$ cat config.mk
export PLATFORM = sky130hd
export DESIGN_NAME = time_display
export DESIGN_NICKNAME = d
export VERILOG_FILES = /design/src/rtl/time_display.sv
export SDC_FILE = /design/constraint.sdc
export NUM_CORES = 1
export LEC_CHECK = 0
export BUFFER_PORTS_ARGS = -buffer_cell sky130_fd_sc_hd__buf_2
export CORE_MARGIN = 2
export CORE_UTILIZATION = 53
export DETAILED_ROUTE_END_ITERATION = 16
export PLACE_DENSITY = 0.72
export REMOVE_ABC_BUFFERS = 1
export SLEW_MARGIN = 40
export SYNTH_ARGS = -nofsm -noshare
export SYNTH_HDL_FRONTEND = slang
export SYNTH_SLANG_ARGS = --single-unit
$ cat constraint.sdc
create_clock -name clk -period 2.1 [get_ports clk]
set_input_delay 0.105 -clock clk [delete_from_list [all_inputs] [get_ports clk]]
set_output_delay 0.105 -clock clk [all_outputs]
set_load 0.03 [all_outputs]
$ cat src/rtl/time_display.sv
// Two-digit 7-segment driver for the stopwatch: serial binary-to-BCD conversion, digit scan, pause blink.
// Digits update atomically 6 edges after a time change; seg_o follows one edge later.
module time_display #(
  parameter int SCAN_DIV  = 4,
  parameter int BLINK_DIV = 50
) (
  input  logic       clk,
  input  logic       nRst_i,
  input  logic [4:0] time_i,
  input  logic [2:0] mode_i,
  output logic [6:0] seg_o,
  output logic [1:0] digit_sel_o,
  output logic       busy_o
);

  localparam int SW = (SCAN_DIV > 2) ? $clog2(SCAN_DIV) : 1;
  localparam int BW = (BLINK_DIV > 2) ? $clog2(BLINK_DIV) : 1;

  typedef enum logic {WAIT, SHIFT} state_t;

  state_t      state;
  logic [4:0]  last_time;
  logic [4:0]  shreg;
  logic [7:0]  bcd;
  logic [2:0]  iter;
  logic [3:0]  tens;
  logic [3:0]  ones;

  logic [7:0]  bcd_adj;
  logic [7:0]  bcd_nxt;
  logic [4:0]  sh_nxt;

  // One double-dabble step: correct nibbles >= 5, then shift the whole scratch left.
  always_comb begin
    bcd_adj = bcd;
    if (bcd[3:0] >= 4'd5) bcd_adj[3:0] = bcd[3:0] + 4'd3;
    if (bcd[7:4] >= 4'd5) bcd_adj[7:4] = bcd[7:4] + 4'd3;
    {bcd_nxt, sh_nxt} = {bcd_adj, shreg} << 1;
  end

  always_ff @(posedge clk or negedge nRst_i) begin
    if (!nRst_i) begin
      state     <= WAIT;
      last_time <= 5'd0;
      shreg     <= 5'd0;
      bcd       <= 8'd0;
      iter      <= 3'd0;
      tens      <= 4'd0;
      ones      <= 4'd0;
      busy_o    <= 1'b0;
    end else begin
      case (state)
        WAIT: begin
          if (time_i != last_time) begin
            last_time <= time_i;
            shreg     <= time_i;
            bcd       <= 8'd0;
            iter      <= 3'd0;
            busy_o    <= 1'b1;
            state     <= SHIFT;
          end
        end
        SHIFT: begin
          bcd   <= bcd_nxt;
          shreg <= sh_nxt;
          iter  <= iter + 3'd1;
          // tens/ones only ever see the finished result
          if (iter == 3'd4) begin
            tens   <= bcd_nxt[7:4];
            ones   <= bcd_nxt[3:0];
            busy_o <= 1'b0;
            state  <= WAIT;
          end
        end
        default: state <= WAIT;
      endcase
    end
  end

  function automatic logic [6:0] encode(input logic [3:0] d);
    case (d)
      4'd0:    encode = 7'h3F;
      4'd1:    encode = 7'h06;
      4'd2:    encode = 7'h5B;
      4'd3:    encode = 7'h4F;
      4'd4:    encode = 7'h66;
      4'd5:    encode = 7'h6D;
      4'd6:    encode = 7'h7D;
      4'd7:    encode = 7'h07;
      4'd8:    encode = 7'h7F;
      4'd9:    encode = 7'h6F;
      default: encode = 7'h40;
    endcase
  endfunction

  logic [SW-1:0] scan_cnt;
  logic [BW-1:0] blink_cnt;
  logic          blink_on;

  logic          scan_wrap;
  logic          blink_wrap;
  logic          is_idle;
  logic          mode_ok;
  logic [1:0]    sel_nxt;
  logic          on_nxt;
  logic [3:0]    digit;
  logic [6:0]    seg_nxt;

  // seg_o is computed from the next select/phase so both registers change together.
  always_comb begin
    scan_wrap  = (scan_cnt == SW'(SCAN_DIV - 1));
    blink_wrap = (blink_cnt == BW'(BLINK_DIV - 1));
    is_idle    = (mode_i == 3'b001);
    mode_ok    = (mode_i == 3'b001) || (mode_i == 3'b010) || (mode_i == 3'b100);
    sel_nxt    = scan_wrap ? ~digit_sel_o : digit_sel_o;
    on_nxt     = is_idle ? (blink_wrap ? ~blink_on : blink_on) : 1'b1;
    digit      = sel_nxt[1] ? tens : ones;
    seg_nxt    = encode(digit);
    if (!mode_ok || !on_nxt || (sel_nxt[1] && tens == 4'd0)) seg_nxt = 7'h00;
  end

  always_ff @(posedge clk or negedge nRst_i) begin
    if (!nRst_i) begin
      scan_cnt    <= '0;
      blink_cnt   <= '0;
      blink_on    <= 1'b1;
      digit_sel_o <= 2'b01;
      seg_o       <= 7'h00;
    end else begin
      scan_cnt    <= scan_wrap ? '0 : scan_cnt + 1'b1;
      digit_sel_o <= sel_nxt;
      blink_on    <= on_nxt;
      seg_o       <= seg_nxt;
      if (is_idle) blink_cnt <= blink_wrap ? '0 : blink_cnt + 1'b1;
      else         blink_cnt <= '0;
    end
  end

endmodule

==> metrics.txt, run 1 <==
# TYPE chip_impl_metric gauge
chip_impl_metric{name="cell_area_after_synthesis",unit="um^2"} 2420
chip_impl_metric{name="worst_slew_pin_slew",unit="ns"} 0.582
chip_impl_metric{name="length_of_the_first_detailed_routing_pass_in_iterations",unit=""} 4
chip_impl_info{name="hold-path-endpoint",value="shreg[3]"} 1
chip_impl_metric{name="maxCapViolCount",unit=""} 0
chip_impl_info{name="top_library_cells_by_usage_in_the_layout_fill_and_taps_aside",value="dfrtp_1 (47), buf_2 (20), nor2_1 (17)"} 1
chip_impl_metric{name="post_route_drc_violation_count",unit=""} 0
chip_impl_metric{name="tritoncts_num_sinks",unit=""} 49
chip_impl_metric{name="maximum_vdd_ir_drop",unit="V"} 0.000721
chip_impl_metric{name="grt_max_degree",unit=""} 26
chip_impl_metric{name="grt_pass1_vias",unit=""} 1557
chip_impl_info{name="critical_path_class",value="reg -> reg"} 1
chip_impl_metric{name="ys_types",unit=""} 33
chip_impl_metric{name="ant_nets",unit=""} 0
chip_impl_metric{name="final-max-slew-violation-count",unit=""} 0
chip_impl_metric{name="insertedDiodeCount",unit=""} 0
chip_impl_metric{name="area_occupied_by_multi_input_gates",unit="um^2"} 1140
chip_impl_metric{name="finalWeightedCongestion",unit=""} 0.777
chip_impl_metric{name="met2_usage",unit=""} 0.281
chip_impl_metric{name="rr_worst_depth",unit=""} 8
chip_impl_metric{name="avgRoutedWirePerCell",unit="um"} 13.4
chip_impl_metric{name="worstPathMaxFanout",unit=""} 5
chip_impl_metric{name="area_delta_synth_final",unit="%"} 14.0
chip_impl_metric{name="clock_insertion_delay_worst_skew",unit="ns"} 0.30
chip_impl_metric{name="timing.final.setup_violations",unit=""} 0
chip_impl_metric{name="max_clock_freq",unit="MHz"} 502
chip_impl_metric{name="final_hold_viol_count",unit=""} 0
chip_impl_info{name="min_path_type",value="in -> reg"} 1
chip_impl_metric{name="skew",unit="ns"} 0.00438
chip_impl_info{name="regToRegEndpoint",value="seg_o[3]"} 1
chip_impl_metric{name="setup.reg_to_reg.worst_slack",unit="ns"} 0.11
chip_impl_info{name="run_status",value="finished clean"} 1
chip_impl_metric{name="slew-limit-headroom",unit=""} 0.612
chip_impl_metric{name="final.hold.worst_slack",unit="ns"} 0.0413
chip_impl_metric{name="grt_first_pass_wirelength",unit="um"} 6980
chip_impl_metric{name="die_w",unit="um"} 71.6
chip_impl_metric{name="chipHeight",unit="um"} 71.6
chip_impl_metric{name="dpl.hpwl",unit="um"} 2870
chip_impl_metric{name="final_period_minus_worst_setup_slack",unit="ns"} 1.99
chip_impl_metric{name="synth.ff_latch_count",unit=""} 49
chip_impl_info{name="layout_commonest_cell",value="dfrtp_1"} 1
chip_impl_metric{name="crit_buf_inv",unit=""} 1
chip_impl_metric{name="ys_seq_area_frac",unit=""} 0.508
chip_impl_metric{name="sequential_cell_area",unit="um^2"} 1230
chip_impl_metric{name="floorplan.die_area",unit="um^2"} 5120
chip_impl_info{name="timing.hold.worst.start",value="time_i[3]"} 1
chip_impl_info{name="cts_root_buffer",value="clkbuf_8"} 1
chip_impl_metric{name="design_power_total",unit="mW"} 3.50
chip_impl_metric{name="whs_path_depth",unit=""} 2
chip_impl_metric{name="synth-warning-count",unit=""} 0
chip_impl_metric{name="grt_usage",unit=""} 0.174
chip_impl_info{name="rsz0062_at_grt",value="false"} 1
chip_impl_metric{name="globalRouteMet1Util",unit=""} 0.225
chip_impl_metric{name="gr-usage-met3",unit=""} 0.0549
chip_impl_info{name="busiest_layer",value="met2"} 1
chip_impl_metric{name="period_share",unit=""} 0.949
chip_impl_metric{name="h_tree_depth",unit=""} 2
chip_impl_metric{name="cts.reportedPaths.clkPinSlew",unit="ns"} 0.08
chip_impl_metric{name="vias_per_cell",unit=""} 5.56
chip_impl_metric{name="portBuffers",unit=""} 19
chip_impl_metric{name="finalWirelength",unit="um"} 3970
chip_impl_info{name="worstSetupStartpoint",value="scan_cnt[0]"} 1
chip_impl_metric{name="vias",unit=""} 1650
chip_impl_metric{name="cells_after_synth",unit=""} 212
chip_impl_metric{name="antenna_found_initial",unit=""} 0
chip_impl_metric{name="syn_area_per_cell",unit="um^2"} 11.4
chip_impl_metric{name="static-leakage-power",unit="nW"} 1.34
chip_impl_metric{name="cts_buffers",unit=""} 5
chip_impl_info{name="clock_tree_from_tritoncts",value="built"} 1
chip_impl_metric{name="cp_data_required_time",unit="ns"} 2.32
chip_impl_metric{name="clk_path_buf_depth",unit=""} 2
chip_impl_metric{name="fillCellCount",unit=""} 355
chip_impl_metric{name="drt_first_iter_violations",unit=""} 46
chip_impl_info{name="crit_chain",value="ha_2, xor2_4, buf_6, nor2_1, a21o_1, ha_1, mux2_2, a21oi_1"} 1
chip_impl_metric{name="top_level_ports",unit=""} 20
chip_impl_metric{name="initial_core_util",unit=""} 0.552
chip_impl_metric{name="share_of_post_route_cells_with_drive_strength_above_1",unit=""} 0.245
chip_impl_metric{name="floorplan.core_area",unit="um^2"} 4380
chip_impl_metric{name="power-per-cell-area",unit="nW/um^2"} 1270
chip_impl_metric{name="grt_remaining_overflow",unit=""} 0
chip_impl_info{name="critPathSlowestCell",value="dfrtp_1"} 1
chip_impl_metric{name="critical_path.max_stage_delay",unit="ns"} 0.39
chip_impl_info{name="startpoint_type",value="flip-flop"} 1
chip_impl_info{name="cp_top_family",value="adder cells"} 1
chip_impl_info{name="endpoint_kind",value="flip-flop"} 1
chip_impl_metric{name="floorplan.rows",unit=""} 24
chip_impl_info{name="timing.rr.start",value="scan_cnt[0]"} 1
chip_impl_metric{name="critical_path_at",unit="ns"} 2.21
chip_impl_metric{name="finish.net_count",unit=""} 269
[cell families after synthesis]
family / share of synthesized area
simple gates: 0.108
mux: 0.0864
xor+xnor: 0.0610
buf+inv: 0.0300
compound gates: 0.134
fa+ha+maj: 0.0724
flops: 0.508
[state kept, by name, indices dropped and copies added, names as in the netlist]
name         flops
blink_on         1
digit_sel_o      2
seg_o            7
bcd              8
blink_cnt        6
tens             4
scan_cnt         2
ones             4
state            1
busy_o           1
shreg            5
last_time        5
iter             3
[where the power goes]
part / leakage, nW / internal, mW / switching [mW]
registers: 0.619 / 1.26 / 0.257
logic: 0.678 / 0.713 / 0.753
clock network: 0.0410 / 0.227 / 0.286
[worst max-delay path by stage]
stage | endpoint | slack, ns | cells past startpoint
floorplan | seg_o[6] | -0.18 | 8
global placement | seg_o[6] | 0.09 | 7
detailed placement | seg_o[6] | -0.01 | 7
CTS | seg_o[6] | 0.02 | 9
global route | seg_o[4] | 0.005 | 10
finish | seg_o[3] | 0.11 | 8
[metal layers]
layer | up-vias | routed length (um) | part of all wire
li1 | 802 | - | -
met1 | 816 | 1810 | 0.45
met2 | 26 | 1950 | 0.49
met3 | 6 | 174 | 0.044
met4 | 0 | 44 | 0.011
met5 | - | 0 | 0
[Yosys cell counts (all sizes together)]
cell type   n  area share
a21o        6       0.019
a21oi      10       0.021
a22o       12       0.043
a31oi       3       0.010
and4        2      0.0072
buf         2      0.0067
clkbuf      3      0.0047
dfrtp      47        0.49
dfstp       2       0.022
ha         14       0.072
inv        12       0.019
mux2       14       0.067
mux2i       4       0.020
nand2      13       0.020
nand2b      5       0.013
nand3       7       0.014
nand3b      1      0.0031
nand4       1      0.0026
nor2       17       0.026
nor3        3      0.0062
nor3b       2      0.0062
nor4        1      0.0088
o21a        1      0.0031
o21ai      12       0.025
o311ai      1      0.0036
o32a        1      0.0093
xnor2       8       0.029
xor2        8       0.032
[worst register-to-register path, cell delays in order, from the launching register on]
cell	delay, ns
dfrtp_1	0.39
ha_2	0.22
xor2_4	0.19
buf_6	0.16
nor2_1	0.05
a21o_1	0.19
ha_1	0.30
mux2_2	0.26
a21oi_1	0.16
[cell type report]
cell class,count,area share
clock inverters,1,0.00181
repair buffers,31,0.0730
well taps,52,0.0236
multi-input cells,146,0.413
inverters,12,0.0163
clock buffers,6,0.0263
flip-flops and latches,49,0.446
[what timing repair did]
item / CTS / global route
endpoints found under the setup margin: 3 / 4
gates resized for setup: 2 / 3
hold endpoints to repair: 23 / 0
cloned: 0 / 1
pin swaps: 0 / 1
buffers inserted: 0 / 1
hold buffers: 1 / 0
[stage by stage]
step	setup WS, ns	cells	cell area (um^2)	TNS [ns]	util
2_1_floorplan	-0.182	207	2390	-0.433	-
3_3_place_gp	0.0880	287	2630	0	0.600
3_5_place_dp	-0.0118	287	2630	-0.0118	0.600
4_1_cts	0.0181	295	2730	0	0.623
5_1_grt	0.00470	297	2760	0	0.629
6_report	0.107	297	2760	0	0.629
(Power assumes the default switching activity.)
==> inputs of run 2 (changes only) <==
BUFFER_PORTS_ARGS = not set   (was -buffer_cell sky130_fd_sc_hd__buf_2)
CORE_ASPECT_RATIO = 0.6   (was not set)
CORE_UTILIZATION = 56   (was 53)
DONT_BUFFER_PORTS = 1   (was not set)
PLACE_DENSITY = 0.71   (was 0.72)
==> run 2 against run 1 <==
Effect of this change:
- non-clock buffer count shrank 11
- cell area is essentially flat
- via count shrank 0.55%
- maximum frequency shrank 0.34%
- critical path depth grew 1
- hold slack lost 0.0039 ns
- clock skew grew 0.0028 ns
- global-route usage grew 3.7 points
- critical path type unchanged
- critical endpoint is now seg_o[0]
- largest cell class unchanged
==> metrics.txt, run 2 (synthesized netlist as in run 1, its figures left out) <==
# TYPE chip_impl_metric gauge
chip_impl_metric{name="cp.depth",unit=""} 9
chip_impl_metric{name="postLayoutSetupSlackWorst",unit="ns"} 0.0999
chip_impl_info{name="clock_tree_from_tritoncts",value="built"} 1
chip_impl_metric{name="worst_slew_pin_slew",unit="ns"} 0.522
chip_impl_metric{name="sequential_cell_area",unit="um^2"} 1230
chip_impl_metric{name="insertedDiodeCount",unit=""} 0
chip_impl_metric{name="finalWirelength",unit="um"} 4650
chip_impl_info{name="startpoint_type",value="flip-flop"} 1
chip_impl_metric{name="skew",unit="ns"} 0.00720
chip_impl_metric{name="final.hold.worst_slack",unit="ns"} 0.0374
chip_impl_metric{name="cts.reportedPaths.clkPinSlew",unit="ns"} 0.08
chip_impl_info{name="layout_commonest_cell",value="dfrtp_1"} 1
chip_impl_metric{name="crit_buf_inv",unit=""} 2
chip_impl_metric{name="intPower",unit="mW"} 2.18
chip_impl_metric{name="area_delta_synth_final",unit="%"} 13.9
chip_impl_info{name="critPathSlowestCell",value="dfrtp_1"} 1
chip_impl_metric{name="final-max-slew-violation-count",unit=""} 0
chip_impl_metric{name="floorplan.rows",unit=""} 18
chip_impl_metric{name="grt_remaining_overflow",unit=""} 0
chip_impl_metric{name="max_clock_freq",unit="MHz"} 500
chip_impl_info{name="endpoint_kind",value="flip-flop"} 1
chip_impl_metric{name="chipHeight",unit="um"} 54.9
chip_impl_metric{name="p_sw_frac",unit=""} 0.380
chip_impl_info{name="top_library_cells_by_usage_in_the_layout_fill_and_taps_aside",value="dfrtp_1 (47), nor2_1 (17), nand2_1 (13), mux2_2 (13)"} 1
chip_impl_metric{name="floorplan.die_area",unit="um^2"} 4880
chip_impl_metric{name="share_of_post_route_cells_with_drive_strength_above_1",unit=""} 0.191
chip_impl_metric{name="vias_per_cell",unit=""} 5.56
chip_impl_info{name="crit_chain",value="ha_2, xor2_4, buf_6, nor2_1, a21o_1, inv_2, ha_1, mux2_2, a21oi_1"} 1
chip_impl_metric{name="final_hold_viol_count",unit=""} 0
chip_impl_metric{name="avgRoutedWirePerCell",unit="um"} 15.8
chip_impl_metric{name="grt_max_degree",unit=""} 50
chip_impl_metric{name="cts_buffers",unit=""} 5
chip_impl_metric{name="largest_reg_flops",unit=""} 8
chip_impl_info{name="cp_top_family",value="adder cells"} 1
chip_impl_metric{name="timing.final.setup_violations",unit=""} 0
chip_impl_metric{name="finish.cell_count_without_fillers",unit=""} 295
chip_impl_metric{name="worstPathMaxFanout",unit=""} 5
chip_impl_metric{name="length_of_the_first_detailed_routing_pass_in_iterations",unit=""} 4
chip_impl_info{name="cts_root_buffer",value="clkbuf_8"} 1
chip_impl_info{name="layout_top_registers",value="bcd x8, seg_o x7, blink_cnt x6"} 1
chip_impl_info{name="min_path_type",value="in -> reg"} 1
chip_impl_metric{name="period_share",unit=""} 0.952
chip_impl_metric{name="floorplan.core_area",unit="um^2"} 4120
chip_impl_info{name="critical_path_class",value="reg -> reg"} 1
chip_impl_metric{name="critical_path.max_stage_delay",unit="ns"} 0.39
chip_impl_metric{name="tritoncts_num_sinks",unit=""} 49
chip_impl_metric{name="fillCellCount",unit=""} 320
chip_impl_metric{name="slew-limit-headroom",unit=""} 0.651
chip_impl_metric{name="power.switching",unit="mW"} 1.34
chip_impl_metric{name="sequentialPowerShare",unit=""} 0.472
chip_impl_metric{name="placement.setup.worst_slack",unit="ns"} 0.00777
chip_impl_metric{name="vias",unit=""} 1641
chip_impl_metric{name="grt_usage",unit=""} 0.211
chip_impl_metric{name="portBuffers",unit=""} 0
chip_impl_metric{name="dpl.hpwl",unit="um"} 3250
chip_impl_metric{name="place_inst",unit=""} 275
chip_impl_metric{name="drt_first_iter_violations",unit=""} 52
chip_impl_metric{name="summed_negative_setup_slack_over_all_endpoints",unit="ns"} 0
chip_impl_metric{name="maxCapViolCount",unit=""} 0
chip_impl_metric{name="initial_core_util",unit=""} 0.587
chip_impl_metric{name="antenna_found_initial",unit=""} 0
chip_impl_metric{name="clock_insertion_delay_worst_skew",unit="ns"} 0.29
chip_impl_metric{name="critical_path_at",unit="ns"} 2.21
chip_impl_metric{name="finish.net_count",unit=""} 258
chip_impl_metric{name="grt_first_pass_wirelength",unit="um"} 7480
chip_impl_metric{name="cp_data_required_time",unit="ns"} 2.31
chip_impl_metric{name="power-per-cell-area",unit="nW/um^2"} 1280
chip_impl_metric{name="area_occupied_by_multi_input_gates",unit="um^2"} 1140
chip_impl_metric{name="maximum_vdd_ir_drop",unit="V"} 0.000659
chip_impl_metric{name="ant_nets",unit=""} 0
chip_impl_metric{name="top_level_ports",unit=""} 20
chip_impl_metric{name="grt_pass1_vias",unit=""} 1610
chip_impl_info{name="run_status",value="finished clean"} 1
chip_impl_metric{name="h_tree_depth",unit=""} 2
chip_impl_metric{name="post_route_drc_violation_count",unit=""} 0
chip_impl_metric{name="clock_power_share",unit=""} 0.148
chip_impl_metric{name="power.share.combinational",unit=""} 0.380
chip_impl_metric{name="clk_path_buf_depth",unit=""} 2
chip_impl_metric{name="whs_path_depth",unit=""} 3
chip_impl_metric{name="final_period_minus_worst_setup_slack",unit="ns"} 2.00
chip_impl_metric{name="die_w",unit="um"} 88.8
chip_impl_metric{name="rr_worst_depth",unit=""} 9
chip_impl_metric{name="static-leakage-power",unit="nW"} 1.29
chip_impl_info{name="registers.top_by_ff_count",value="bcd"} 1
chip_impl_metric{name="finalWeightedCongestion",unit=""} 0.796
-- run 2: changes by cell type in the layout (fill, tap and decap cells not counted), sizes merged --
| cell | before | now |
|---|---|---|
| clkinv | 1 | 0 |
| dlygate4sd3 | 1 | 7 |
| buf | 30 | 13 |
| clkbuf | 6 | 8 |
-- run 2: worst paths after layout --
| kind | from | slack, ns | end |
|---|---|---|---|
| min in group asynchronous | nRst_i | 0.33 | blink_cnt[3] |
| worst max-delay path | scan_cnt[0] | 0.1 | seg_o[0] |
| worst max register to register | scan_cnt[0] | 0.1 | seg_o[0] |
| max in group asynchronous | nRst_i | 1.50 | digit_sel_o[0] |
| worst min-delay path | mode_i[0] | 0.04 | blink_on |
| worst min register to register | scan_cnt[0] | 0.44 | scan_cnt[0] |
-- run 2: cell type report --
cell class / count / share of cell area
clock buffer: 8 / 0.0291
timing repair buffer: 20 / 0.0686
multi-input combinational: 146 / 0.413
sequential: 49 / 0.446
inverter: 12 / 0.0163
tap: 60 / 0.0272
-- run 2: through the flow --
stage | area, um^2 | util | total power, mW
after floorplan | 2390 | - | 2.61
final | 2760 | 0.668 | 3.52
after detailed placement | 2530 | 0.613 | 2.95
after global placement | 2530 | 0.613 | 2.83
after CTS | 2710 | 0.657 | 3.52
after global routing | 2760 | 0.668 | 3.76
-- run 2: metal layers --
metal,GRT usage,share of wire,wire (um),up-vias
li1,-,-,-,783
met4,0.0884,0.017,81,0
met1,0.282,0.48,2230,821
met2,0.331,0.46,2160,29
met3,0.0564,0.038,178,8
met5,0,0,0,-
-- run 2: timing repair --
action | 4_1_cts | 5_1_grt
endpoints found under the hold margin | 60 | 0
resized for setup | 1 | 6
cloned | 0 | 1
pin swaps | 0 | 3
setup buffers | 0 | 3
hold buffers | 8 | 0
setup endpoints to repair | 1 | 4
-- run 2: power by group through the flow --
stage | Clock [mW] | Combinational, mW | Sequential [mW]
after detailed placement | 0 | 1.28 | 1.67
final | 0.519 | 1.34 | 1.66
after CTS | 0.541 | 1.32 | 1.65
after global placement | 0 | 1.19 | 1.65
after global routing | 0.574 | 1.48 | 1.70
after floorplan | 0 | 1.01 | 1.60
-- run 2: worst register-to-register path, stage by stage, from the launching register on --
cell     delay [ns]
dfrtp_1        0.39
ha_2           0.23
xor2_4         0.17
buf_6          0.15
nor2_1         0.12
a21o_1         0.17
inv_2          0.07
ha_1           0.19
mux2_2         0.27
a21oi_1        0.16
